[src/rtl/dm633_shifter.sv]
// ---------------------------------------------------------------------------------------------
// dm633_shifter
//
// Frame reader and serial transmitter for a DM633 LED driver chain. On request it walks every
// channel of the framebuffer (highest index first), reads each 12-bit PWM word over the
// framebuffer's one-cycle-latency read port, shifts it MSB-first onto DAI/DCK and finally pulses
// LAT once the whole chain holds the new frame.
//
// Optional feature (compile-time macro):
//   DM633_AUTOREFRESH_EN  defined  : IDLE starts a new frame every time (continuous refresh),
//                                    i_start is ignored.
//                         undefined: a frame starts only on i_start while IDLE.
//
// Ports:
//   i_clk    system clock, rising edge
//   i_rst_n  asynchronous active-low reset
//   i_start  frame request, sampled only in IDLE
//   o_busy   high while a frame is in progress (FETCH through LATCH)
//   o_done   one-cycle pulse after the latch pulse of every frame
//   o_ren    framebuffer read enable
//   o_raddr  framebuffer read address (holds its value outside FETCH)
//   i_rdata  framebuffer read data, valid the cycle after o_ren
//   o_dck    DM633 shift clock
//   o_dai    DM633 serial data (holds its value outside SHIFT)
//   o_lat    DM633 latch
//
// All outputs come straight from flops: each one is computed from the next state and registered
// together with it, so outputs line up with the state they belong to.
// ---------------------------------------------------------------------------------------------
module dm633_shifter #(
    parameter int unsigned c_ledboards = 30,
    parameter int unsigned c_channels  = c_ledboards * 32,
    parameter int unsigned c_addr_w    = $clog2(c_channels),
    parameter int unsigned c_bps       = 12,
    parameter int unsigned c_clkdiv    = 4,
    parameter int unsigned c_lat_w     = 4
) (
    input  logic                i_clk,
    input  logic                i_rst_n,
    input  logic                i_start,
    output logic                o_busy,
    output logic                o_done,
    output logic                o_ren,
    output logic [c_addr_w-1:0] o_raddr,
    input  logic [c_bps-1:0]    i_rdata,
    output logic                o_dck,
    output logic                o_dai,
    output logic                o_lat
);

    // Counter widths, kept at least one bit wide for degenerate parameter values.
    localparam int unsigned c_bit_w = (c_bps > 1)    ? $clog2(c_bps)    : 1;
    localparam int unsigned c_div_w = (c_clkdiv > 1) ? $clog2(c_clkdiv) : 1;
    localparam int unsigned c_lcw   = (c_lat_w > 1)  ? $clog2(c_lat_w)  : 1;

    localparam logic [c_addr_w-1:0] c_last_ch = c_addr_w'(c_channels - 1);
    localparam logic [c_bit_w-1:0]  c_bit_top = c_bit_w'(c_bps - 1);
    localparam logic [c_div_w-1:0]  c_div_top = c_div_w'(c_clkdiv - 1);
    localparam logic [c_lcw-1:0]    c_lat_top = c_lcw'(c_lat_w - 1);

    typedef enum logic [2:0] {
        StIdle,
        StFetch,
        StLoad,
        StShift,
        StLatch,
        StDone
    } state_e;

    state_e state_q, state_d;

    logic [c_addr_w-1:0] index_q, index_d;     // channel currently being transferred
    logic [c_bit_w-1:0]  bit_q, bit_d;         // bits left in the word after the current one
    logic [c_div_w-1:0]  div_q, div_d;         // i_clk cycles spent in the current DCK phase
    logic                phase_q, phase_d;     // 0: DCK low phase, 1: DCK high phase
    logic [c_bps-1:0]    shreg_q, shreg_d;     // word being shifted, current bit at the MSB
    logic [c_lcw-1:0]    lat_cnt_q, lat_cnt_d; // cycles of o_lat already driven

    logic                busy_d;
    logic                done_d;
    logic                ren_d;
    logic [c_addr_w-1:0] raddr_d;
    logic                dck_d;
    logic                dai_d;
    logic                lat_d;

    logic start_req;

`ifdef DM633_AUTOREFRESH_EN
    // Continuous refresh: a new frame begins on every IDLE cycle.
    logic unused_start;
    assign unused_start = i_start;
    assign start_req    = 1'b1;
`else
    assign start_req    = i_start;
`endif

    // ------------------------------------------------------------------
    // Next-state logic
    // ------------------------------------------------------------------
    always_comb begin
        state_d   = state_q;
        index_d   = index_q;
        bit_d     = bit_q;
        div_d     = div_q;
        phase_d   = phase_q;
        shreg_d   = shreg_q;
        lat_cnt_d = lat_cnt_q;

        unique case (state_q)
            StIdle: begin
                if (start_req) begin
                    state_d = StFetch;
                    index_d = c_last_ch;
                end
            end

            StFetch: begin
                state_d = StLoad;
            end

            // Read data for the address issued in FETCH is valid now.
            StLoad: begin
                shreg_d = i_rdata;
                bit_d   = c_bit_top;
                div_d   = '0;
                phase_d = 1'b0;
                state_d = StShift;
            end

            StShift: begin
                if (div_q == c_div_top) begin
                    div_d = '0;
                    if (!phase_q) begin
                        phase_d = 1'b1;
                    end else begin
                        phase_d = 1'b0;
                        if (bit_q == '0) begin
                            // Word finished; do not shift so o_dai keeps the last bit.
                            if (index_q == '0) begin
                                state_d   = StLatch;
                                lat_cnt_d = '0;
                            end else begin
                                index_d = index_q - 1'b1;
                                state_d = StFetch;
                            end
                        end else begin
                            bit_d   = bit_q - 1'b1;
                            shreg_d = shreg_q << 1;
                        end
                    end
                end else begin
                    div_d = div_q + 1'b1;
                end
            end

            StLatch: begin
                if (lat_cnt_q == c_lat_top) begin
                    state_d = StDone;
                end else begin
                    lat_cnt_d = lat_cnt_q + 1'b1;
                end
            end

            StDone: begin
                state_d = StIdle;
            end

            default: begin
                state_d = StIdle;
            end
        endcase
    end

    // ------------------------------------------------------------------
    // Output next values, derived from the next state so that the
    // registered outputs are aligned with the state register.
    // ------------------------------------------------------------------
    always_comb begin
        busy_d  = (state_d == StFetch) || (state_d == StLoad) ||
                  (state_d == StShift) || (state_d == StLatch);
        done_d  = (state_d == StDone);
        ren_d   = (state_d == StFetch);
        raddr_d = ren_d ? index_d : o_raddr;
        dck_d   = (state_d == StShift) && phase_d;
        dai_d   = (state_d == StShift) ? shreg_d[c_bps-1] : o_dai;
        lat_d   = (state_d == StLatch);
    end

    // ------------------------------------------------------------------
    // State and output registers
    // ------------------------------------------------------------------
    always_ff @(posedge i_clk or negedge i_rst_n) begin
        if (!i_rst_n) begin
            state_q   <= StIdle;
            index_q   <= '0;
            bit_q     <= '0;
            div_q     <= '0;
            phase_q   <= 1'b0;
            shreg_q   <= '0;
            lat_cnt_q <= '0;
            o_busy    <= 1'b0;
            o_done    <= 1'b0;
            o_ren     <= 1'b0;
            o_raddr   <= '0;
            o_dck     <= 1'b0;
            o_dai     <= 1'b0;
            o_lat     <= 1'b0;
        end else begin
            state_q   <= state_d;
            index_q   <= index_d;
            bit_q     <= bit_d;
            div_q     <= div_d;
            phase_q   <= phase_d;
            shreg_q   <= shreg_d;
            lat_cnt_q <= lat_cnt_d;
            o_busy    <= busy_d;
            o_done    <= done_d;
            o_ren     <= ren_d;
            o_raddr   <= raddr_d;
            o_dck     <= dck_d;
            o_dai     <= dai_d;
            o_lat     <= lat_d;
        end
    end

endmodule

[config.mk]
export PLATFORM = sky130hd
export DESIGN_NAME = dm633_shifter
export DESIGN_NICKNAME = d
export VERILOG_FILES = /design/src/rtl/dm633_shifter.sv
export SDC_FILE = /design/constraint.sdc
export NUM_CORES = 1
export LEC_CHECK = 0
export BUFFER_PORTS_ARGS = -buffer_cell sky130_fd_sc_hd__buf_4
export CORE_MARGIN = 2
export CORE_UTILIZATION = 45
export DETAILED_ROUTE_END_ITERATION = 12
export SYNTH_ARGS = -nofsm -noshare
export SYNTH_HDL_FRONTEND = slang
export SYNTH_SLANG_ARGS = --single-unit
[constraint.sdc]
create_clock -name i_clk -period 6.6 [get_ports i_clk]
set_input_delay 1.65 -clock i_clk [delete_from_list [all_inputs] [get_ports i_clk]]
set_output_delay 1.65 -clock i_clk [all_outputs]
set_load 0.02 [all_outputs]
==> summary.txt <==
Crit path launch type -> input port
Number of synthesized flops with an enable pin -> 0
Post-CTS sizing -> 0
Crit. End Element -> flop
Initial cell density of the core -> 47.15%
Pint -> 605.2 uW
Post-synth cell types -> 53
Core area -> 5172 um^2
GP Congestion -> 0.8238
Final wirelength -> 5.324 mm
Routed vias -> 1980
DPL Wire Length -> 3.590 mm
Sink Count -> 50
WL/cell -> 15.43 um
Max incr delay on CP -> 0.89 ns
Register area -> 1251 um^2
First-pass GRT wire length -> 9.128 mm
Commonest non-fill, non-tap cell in the layout -> dfrtp_1
RSZ-0062 raised after global routing -> no
Setup TNS -> 0 ns
CP max-delay cell -> nor4b_1
Critical path peak fanout -> 6
FMAX -> 0.3683 GHz
1st-pass router iterations -> 4
Global route total overflow -> 0
Detail-routed via count per cell -> 5.739
Crit path max-delay family -> simple AND/OR/NAND/NOR gates
Port bufs -> 30
Xor/xnor share of the synthesized area -> 0.7183%
Slew @ Worst Pin -> 1.119 ns
Root Buffer -> clkbuf_8
Final nets -> 295
DP Cell Count -> 337
Register area share after synthesis -> 51.31%
MaxCap Viol Count -> 0
I/O Pins -> 31
Final Cycle Share -> 41.14%
Layout area overhead -> 15.75%
Commonest non-fill, non-tap cells in the layout -> dfrtp_1, buf_4, o22ai_1
Initial antenna violation count -> 0
Top FF cell, synth -> dfrtp_1
Final Util -> 54.57%
Final Critical Period -> 2.715 ns
Syn Std Cell Area -> 2439 um^2
Antenna Nets Post-Route -> 0
Die width -> 77.62 um
Net count after synthesis -> 268
Maximum vdd drop -> 0.0001727 V
WP data required -> 6.82 ns
Area contributors post-synth -> dfrtp_1, o22ai_1, a21oi_1
Total net switching power -> 309.0 uW
Non-Filler Instances -> 345
DRT iter0 DRCs -> 99
Pins Over Slew Limit -> 0
Post-CTS Hold Buffers -> 0
Comb pwr share -> 28.0%
CTS tree -> yes
Clock buffer count from CTS -> 5
Ant diodes -> 0
Area of the multi-input gates -> 1111 um^2
Async set or reset register ratio after synthesis -> 100.0%
Final hold vios -> 0
Clock power share -> 22.5%
Clock Skews -> 0.007311 ns
CP Class -> in2reg
Yosys warnings -> 0
Worst hold margin -> 0.4796 ns
Die area -> 6024 um^2
Leakage -> 0.001168 uW
Average cell area after synthesis -> 9.873 um^2
Largest net degree at the start of global routing -> 51
Net switching fraction of the power -> 33.80%
Cell row count -> 26
Adder-Cell Fraction of Synth Area -> 3.079%
Power density over the cells -> 323.9 nW/um^2
CTS clock-pin slew for the worst setup and hold paths -> 0.09 ns
Syn Inst Count -> 247
Post-synthesis mux area share -> 2.617%
Area leader, netlist -> dfrtp_1
Crit path DAT -> 2.94 ns
CTS HTree Levels -> 2
Synth Area in Compound Gates -> 19.50%
Vias in the first global route -> 1915
GRT Util Overall -> 18.87%
Flop pwr share -> 49.5%
Largest family of logic cells by synthesized area -> simple AND/OR/NAND/NOR gates
Critical Path, Cell by Cell -> buf_4 -> nor4b_1 -> nor3_1 -> a31oi_1
Share of post-route cells with drive strength above 1 -> 18.18%
Worst hold path class -> reg2reg
Remaining DRCs -> 0
Setup repair bufs after CTS -> 0
Slew HR -> 24.33%
Crit path buf inv count -> 1
Setup violators final -> 0
Worst skew pair latency -> 0.31 ns
Deepest clock path buffer count -> 2
Share of the synthesized area in the top cell type -> 51.31%
FF+latch count, synth -> 50
Simple-gate share of the synthesized area -> 19.65%
Die Span Y -> 77.62 um
Status -> complete, no violations
Fillcell total -> 488
==> path summary, 6_finish.rpt <==
path                       cells after the start       start  slack, ns     endpoint
setup / recovery                               4     i_start       3.88   o_raddr[8]
hold / removal                                 2    div_q[1]       0.48     div_q[1]
setup reg to reg                               5  state_q[0]       3.96   o_raddr[4]
hold reg to reg                                2    div_q[1]       0.48     div_q[1]
max in group asynchronous                      1     i_rst_n       4.82   index_q[0]
min in group asynchronous                      1     i_rst_n       1.35  shreg_q[10]
==> power by group through the flow <==
stage	clock network, uW	registers, uW	logic, uW
final	206	453	256
after global routing	223	466	290
after CTS	212	452	258
after detailed placement	0	457	258
after global placement	0	457	251
after floorplan	0	446	187
==> cell families after synthesis <==
family	count (synthesis)
xor+xnor	2
compound gates	79
flops	50
buf+inv	19
fa+ha+maj	6
mux	6
simple gates	85
==> stage by stage <==
| stage | power [uW] | setup WS [ns] | instance area [um^2] |
|---|---|---|---|
| finish | 914.1 | 3.885 | 2823 |
| CTS | 922.4 | 3.857 | 2823 |
| detailed placement | 715.1 | 3.534 | 2713 |
| global placement | 708.3 | 3.570 | 2713 |
| floorplan | 632.6 | 3.920 | 2439 |
| global route | 978.3 | 3.665 | 2823 |
==> area by class of cell <==
class                      instances  area share (%)
sequential                        50           44.33
multi-input combinational        178           39.36
timing repair buffer              31           8.245
clock buffer                       8           3.901
tap                               70           3.103
inverter                           8           1.064
==> state kept, by name, indices dropped and copies added, names as in the netlist <==
name	flops
o_lat	1
o_busy	1
o_dai	1
lat_cnt_q	2
shreg_q	12
o_done	1
div_q	2
bit_q	4
index_q	10
o_dck	1
state_q	3
o_raddr	10
o_ren	1
phase_q	1
==> worst register-to-register path: stages, from the launching register on <==
cell and delay (ns):
dfrtp_1 0.87, nand3b_1 0.35, or3_1 0.50, nor2_2 0.45
and4_1 0.30, a21oi_1 0.05
==> metal layers <==
| metal | track usage, % | part of all wire (%) |
|---|---|---|
| met1 | 27.53 | 52 |
| met2 | 28.19 | 44 |
| met3 | 3.488 | 3.1 |
| met4 | 6.429 | 1.5 |
| met5 | 0 | 0 |
==> cell usage after synthesis (2+ instances only) <==
cell type,instances
inv_1,8
o21ai_0,15
nor3b_1,2
mux2_2,3
nand3b_1,2
o21ai_1,2
ha_1,6
dfrtp_1,50
nand4_1,5
nand2_1,19
nand3_1,9
a22oi_1,3
nor2_1,14
clkbuf_1,8
or3_1,2
and3_1,5
o22ai_1,22
a211oi_1,3
a21oi_1,21
nand2b_1,4
nor3_1,8
a31oi_1,2
o21a_1,2
mux2i_1,3
Note: power is estimated with default switching activity, not from simulation.
